## src/rtl/cpu_mem_arbiter_pkg.sv

```systemverilog
// Shared widths, constants and state encoding for the CPU instruction/data memory arbiter.
package cpu_mem_arbiter_pkg;

    localparam int ADDR_W   = 32;
    localparam int DATA_W   = 32;
    localparam int STRB_W   = 4;
    localparam int TMR_W    = 16;
    localparam int STREAK_W = 4;

    localparam logic [DATA_W-1:0] ZERO_DATA = '0;
    localparam logic [STRB_W-1:0] ZERO_STRB = '0;

    typedef enum logic [1:0] {
        ARB_IDLE  = 2'd0,
        ARB_BUS_I = 2'd1,
        ARB_BUS_D = 2'd2
    } arb_state_e;

endpackage

```

## src/rtl/cpu_arb_timer.sv

```systemverilog
// Transaction watchdog: a down-counter loaded on clear, and decremented while enabled.
// It expires at terminal count. LIMIT=0 never expires.
module cpu_arb_timer
    import cpu_mem_arbiter_pkg::*;
#(
    parameter int unsigned LIMIT = 255
) (
    input  logic clk,
    input  logic rst_n,
    input  logic clear_i,
    input  logic enable_i,
    output logic expire_o
);

    localparam logic [TMR_W-1:0] LOAD_VAL = TMR_W'(LIMIT);

    logic [TMR_W-1:0] count_q, count_d;

    always_comb begin
        count_d = count_q;
        if (clear_i) begin
            count_d = LOAD_VAL;
        end else if (enable_i && (count_q != '0)) begin
            count_d = count_q - 1'b1;
        end
    end

    always_ff @(posedge clk or negedge rst_n) begin
        if (!rst_n) begin
            count_q <= '0;
        end else begin
            count_q <= count_d;
        end
    end

    assign expire_o = (LIMIT != 0) && (count_q == '0);

endmodule

```

## src/rtl/cpu_mem_arbiter.sv

```systemverilog
// Shares one valid/ready memory bus between CPU fetch and load/store ports,
// with data priority, a fetch starvation bound and a per-access timeout.
//
//   state     | meaning
//   ----------+------------------------------------------------
//   ARB_IDLE  | bus free, grant decision taken this cycle
//   ARB_BUS_I | fetch owns the bus, waiting for mem_ready/timeout
//   ARB_BUS_D | load/store owns the bus, waiting for mem_ready/timeout
module cpu_mem_arbiter
    import cpu_mem_arbiter_pkg::*;
#(
    parameter int unsigned MAX_DATA_STREAK = 3,
    parameter int unsigned TIMEOUT_CYCLES  = 255
) (
    input  logic              clk,
    input  logic              rst_n,
    input  logic              instr_req,
    input  logic [ADDR_W-1:0] instr_addr,
    output logic [DATA_W-1:0] instr_rdata,
    output logic              instr_ready,
    input  logic              data_req,
    input  logic [ADDR_W-1:0] data_addr,
    input  logic [DATA_W-1:0] data_wdata,
    input  logic [STRB_W-1:0] data_wenable,
    output logic [DATA_W-1:0] data_rdata,
    output logic              data_ready,
    output logic              mem_valid,
    output logic [ADDR_W-1:0] mem_addr,
    output logic [DATA_W-1:0] mem_wdata,
    output logic [STRB_W-1:0] mem_wstrb,
    input  logic              mem_ready,
    input  logic [DATA_W-1:0] mem_rdata,
    output logic              bus_error
);

    localparam logic [STREAK_W-1:0] MAX_STREAK = STREAK_W'(MAX_DATA_STREAK);

    arb_state_e          state_q, state_d;
    logic [ADDR_W-1:0]   addr_q, addr_d;
    logic [DATA_W-1:0]   wdata_q, wdata_d;
    logic [STRB_W-1:0]   wstrb_q, wstrb_d;
    logic [STREAK_W-1:0] streak_q, streak_d;
    logic                err_q, err_d;

    logic busy, grant_d, grant_i, expire, done, timeout;

    assign busy    = (state_q == ARB_BUS_I) || (state_q == ARB_BUS_D);
    assign grant_d = (state_q == ARB_IDLE) && data_req && (!instr_req || (streak_q < MAX_STREAK));
    assign grant_i = (state_q == ARB_IDLE) && !grant_d && instr_req;
    // mem_ready wins over a coincident expiry, so real data is never discarded
    assign done    = busy && (mem_ready || expire);
    assign timeout = busy && expire && !mem_ready;

    cpu_arb_timer #(
        .LIMIT (TIMEOUT_CYCLES)
    ) u_timer (
        .clk      (clk),
        .rst_n    (rst_n),
        .clear_i  (grant_d || grant_i),
        .enable_i (busy && !mem_ready),
        .expire_o (expire)
    );

    always_comb begin
        state_d = state_q;
        unique case (state_q)
            ARB_IDLE: begin
                if (grant_d) begin
                    state_d = ARB_BUS_D;
                end else if (grant_i) begin
                    state_d = ARB_BUS_I;
                end
            end
            ARB_BUS_I, ARB_BUS_D: begin
                if (done) begin
                    state_d = ARB_IDLE;
                end
            end
            default: state_d = ARB_IDLE;
        endcase
    end

    always_comb begin
        addr_d   = addr_q;
        wdata_d  = wdata_q;
        wstrb_d  = wstrb_q;
        streak_d = streak_q;
        err_d    = err_q | timeout;
        if (grant_d) begin
            addr_d  = data_addr;
            wdata_d = data_wdata;
            wstrb_d = data_wenable;
            if (!instr_req) begin
                streak_d = '0;
            end else if (streak_q < MAX_STREAK) begin
                streak_d = streak_q + 1'b1;
            end
        end else if (grant_i) begin
            addr_d   = instr_addr;
            wdata_d  = ZERO_DATA;
            wstrb_d  = ZERO_STRB;
            streak_d = '0;
        end
    end

    always_ff @(posedge clk or negedge rst_n) begin
        if (!rst_n) begin
            state_q  <= ARB_IDLE;
            addr_q   <= '0;
            wdata_q  <= '0;
            wstrb_q  <= '0;
            streak_q <= '0;
            err_q    <= 1'b0;
        end else begin
            state_q  <= state_d;
            addr_q   <= addr_d;
            wdata_q  <= wdata_d;
            wstrb_q  <= wstrb_d;
            streak_q <= streak_d;
            err_q    <= err_d;
        end
    end

    assign mem_valid   = busy;
    assign mem_addr    = addr_q;
    assign mem_wdata   = wdata_q;
    assign mem_wstrb   = wstrb_q;
    assign bus_error   = err_q;

    assign instr_ready = (state_q == ARB_BUS_I) && done;
    assign data_ready  = (state_q == ARB_BUS_D) && done;
    assign instr_rdata = ((state_q == ARB_BUS_I) && mem_ready) ? mem_rdata : ZERO_DATA;
    assign data_rdata  = ((state_q == ARB_BUS_D) && mem_ready) ? mem_rdata : ZERO_DATA;

endmodule
```

## config.mk

```make
export PLATFORM = sky130hd
export DESIGN_NAME = cpu_mem_arbiter
export DESIGN_NICKNAME = d
export VERILOG_FILES = /design/src/rtl/cpu_mem_arbiter_pkg.sv /design/src/rtl/cpu_arb_timer.sv /design/src/rtl/cpu_mem_arbiter.sv
export SDC_FILE = /design/constraint.sdc
export NUM_CORES = 1
export LEC_CHECK = 0
export CAP_MARGIN = 20
export CORE_ASPECT_RATIO = 1.1
export CORE_UTILIZATION = 35
export DETAILED_ROUTE_END_ITERATION = 16
export GPL_ROUTABILITY_DRIVEN = 0
export GPL_TIMING_DRIVEN = 0
export PLACE_DENSITY = 0.78
export SYNTH_ARGS = -nofsm -noshare
export SYNTH_HDL_FRONTEND = slang
export SYNTH_SLANG_ARGS = --single-unit
```

## constraint.sdc

```tcl
create_clock -name clk -period 1.7 [get_ports clk]
set_input_delay 0.17 -clock clk [delete_from_list [all_inputs] [get_ports clk]]
set_output_delay 0.17 -clock clk [all_outputs]
set_load 0.01 [all_outputs]
```

==> results.py <==
metrics = {
    "status": {
        "status": "finished, violations left",
        "violations": "setup timing",
    },
    "placement": {
        "port-buffer-count": 271,
        "dp_hpwl_mm": 12.6,
    },
    "worst_setup_path": {
        "worstSetupStartpointType": "register",
        "rrSetupSlack_ps": -200,
        "crit_type": "register to output port",
        "crit_arrival_ps": 1850,
        "end_kind": "output port",
        "crit_fanout": 3,
        "critical_path_required_ps": 1530,
        "worst-r2r-cell-count": 6,
    },
    "global_route": {
        "grt_first_pass_wirelength_mm": 28.2,
        "first_global_vias": 5562,
        "track_usage_pct": 26.0,
        "antenna_found_initial": 0,
        "grt_overflow": 0,
        "grt_max_degree": 50,
    },
    "timing": {
        "fin_skew_ps": 6.67,
        "setup_violations": 82,
        "finalWorstSetupSlack_ps": -318,
        "worst_pin_slew_ps": 599,
        "fin_crit_sh_pct": 119,
        "min_period_ps": 2020,
        "slew_viol_final": 0,
        "fmax_mhz": 496,
        "tns_ps": -4990,
        "rsz0062_at_grt": "yes",
        "max-slew-margin-rel_pct": 60.1,
        "hold_viol": 0,
    },
    "power": {
        "seqPwrFrac_pct": 25.7,
        "p_leak_nw": 4.40,
        "power_switching_w": 0.00513,
        "powerDensity_nw_per_um2": 1450,
        "internal-power_w": 0.00883,
        "peakVddDrop_mv": 0.892,
        "fin_total_pwr_w": 0.0140,
        "combPwrFrac_pct": 59.5,
        "pwr-share-clk_pct": 14.8,
        "swShare_pct": 36.7,
    },
    "floorplan": {
        "fp.dieW_um": 113,
        "initial_core_util_pct": 35.9,
        "rows": 44,
        "dieArea_um2": 14000,
        "ios": 273,
        "die_h_um": 124,
        "core-area_um2": 13200,
    },
    "layout": {
        "fillCellCount": 888,
        "n_antenna_cell": 0,
        "drive_above_1_share_pct": 41.5,
        "final_nets": 1003,
        "syn2layout_area_growth_pct": 103,
    },
    "synth": {
        "netlist_area_um2": 4740,
        "netlist.area_leader.share_pct": 48.0,
        "yosysWarnings": 0,
        "syn_nets": 661,
        "yosysTopAreaCell": "dfrtp_1",
        "ys_seq_area_share_pct": 48.0,
        "syn-instance-count": 518,
        "synth_edf_count": 0,
        "ys_ff_latch": 91,
        "synth_async_sr_flop_share_pct": 100,
        "synthTopCellsByArea": "dfrtp_1 (48%), nand2_1 (9.3%), mux2i_1 (9.1%)",
        "yosys-top-cells-count": "nand2_1 (118), dfrtp_1 (91), o21ai_0 (69)",
        "synth.most_common_cell": "nand2_1",
        "avgSynthCellArea_um2": 9.15,
        "synth.distinct_cells": 38,
        "synthFlopType": "dfrtp_1",
    },
    "clock_tree": {
        "clockBufferDepth": 2,
        "cts.sinks": 91,
        "numCtsBuffers": 9,
        "cts_tree": "yes",
        "clk_pin_slew_ps": 70,
        "htree_levels": 3,
        "root_buffer": "clkbuf_16",
        "clkLatencyLatePin_ps": 330,
    },
    "route": {
        "drt-met1-wl_mm": 6.73,
        "drt_wl_total_mm": 19.4,
        "num_vias": 5391,
        "drt_iter0_markers": 286,
        "wl_met2_mm": 10.6,
        "dr.pass1.iters": 4,
        "drc": 0,
        "avgRoutedWirePerCell_um": 18.9,
        "routed.top_layer": "met4",
        "ant_nets": 0,
        "wl_met3_mm": 1.44,
        "routed_via_density": 5.25,
    },
    "hold_path": {
        "hold_class": "input pin to register",
        "whs_path_depth": 3,
    },
    "run": {
        "drv_cap": 0,
    },
}
-- power by group through the flow --
stage / Clock, W / Sequential (W) / Combinational (W)
global placement: 0 / 0.00355 / 0.00553
detailed placement: 0 / 0.00359 / 0.00568
CTS: 0.00209 / 0.00357 / 0.00751
global route: 0.00218 / 0.00369 / 0.00881
floorplan: 0 / 0.00392 / 0.00216
finish: 0.00207 / 0.00359 / 0.00831
-- worst paths after layout --
path / startpoint / endpoint
max: u_timer.count_q[0]$_DFFE_PN0P_ / instr_ready
min: instr_req / streak_q[0]$_DFFE_PN0P_
max reg2reg: u_timer.count_q[0]$_DFFE_PN0P_ / u_timer.count_q[15]$_DFFE_PN0P_
min reg2reg: bus_error$_DFF_PN0_ / bus_error$_DFF_PN0_
max in group asynchronous: rst_n / u_timer.count_q[11]$_DFFE_PN0P_
min in group asynchronous: rst_n / mem_addr[2]$_DFFE_PN0P_
-- sequential cells by signal, summed over array words and instances (netlist names) --
name	count
mem_addr	32
mem_wdata	32
u_timer.count_q	16
mem_wstrb	4
streak_q	4
state_q	2
bus_error	1
-- routing by layer --
layer  vias up  track usage (%)
met5         -                0
met4         0             11.3
met3        38             6.28
met2       244             51.4
met1      2616             25.8
li1       2493                -
-- stage by stage --
step	hold WS [ps]	utilization [%]	cell area [µm²]	cells	setup WS (ps)
floorplan	-126	-	4770	518	5.76
global placement	446	58.1	7680	950	-2800
detailed placement	207	58.3	7700	951	-769
CTS	157	68.3	9030	1017	-302
global route	195	72.8	9610	1026	-401
finish	177	72.8	9610	1026	-318
-- area by class of cell --
class | instances | area (µm²) | area share [%]
Inverter | 5 | 18.8 | 0.195
Clock buffer | 11 | 253 | 2.63
Buffer | 38 | 379 | 3.94
Timing Repair Buffer | 334 | 3410 | 35.5
Sequential cell | 91 | 2280 | 23.7
Tap cell | 161 | 201 | 2.10
Multi-Input combinational cell | 381 | 3010 | 31.3
Clock inverter | 5 | 58.8 | 0.612
-- worst max-delay path: stages, from the launching register on --
cell	delay (ps)
dfrtp_1	400
inv_2	90
ha_4	130
nor4b_4	260
nand3_2	130
nor2_2	130
buf_4	130
o211a_1	150
buf_6	110
-- layout by cell type, fill, tap and decap left out, types with 9 or more instances in the layout --
master / Yosys / routed
clkdlybuf4s50_1: 0 / 202
dfrtp_1: 91 / 89
buf_6: 2 / 66
nand2_1: 118 / 61
o21ai_2: 0 / 48
and3_4: 0 / 44
mux2i_1: 43 / 43
nand2_2: 0 / 41
buf_8: 0 / 26
buf_4: 1 / 25
buf_2: 13 / 24
and3_1: 66 / 22
o21ai_1: 4 / 22
nand2_4: 0 / 16
nor2_1: 13 / 12
clkbuf_16: 0 / 10
and2_1: 9 / 9
-- cells by family after synthesis --
kind of cell,Yosys count,share of synthesized area [%]
simple gates,234,25.2
compound gates,98,11.7
flops,91,48.0
buf+inv,46,4.38
mux,43,9.08
fa+ha+maj,6,1.58
-- what timing repair did --
item / CTS / global route
buffers inserted: 37 / 13
pin swaps: 63 / 41
gates cloned: 13 / 2
gates resized for setup: 529 / 174
endpoints found under the hold margin: 42 / 0
endpoints found under the setup margin: 157 / 148
hold buffers: 1 / 0
(Power assumes the default switching activity.)
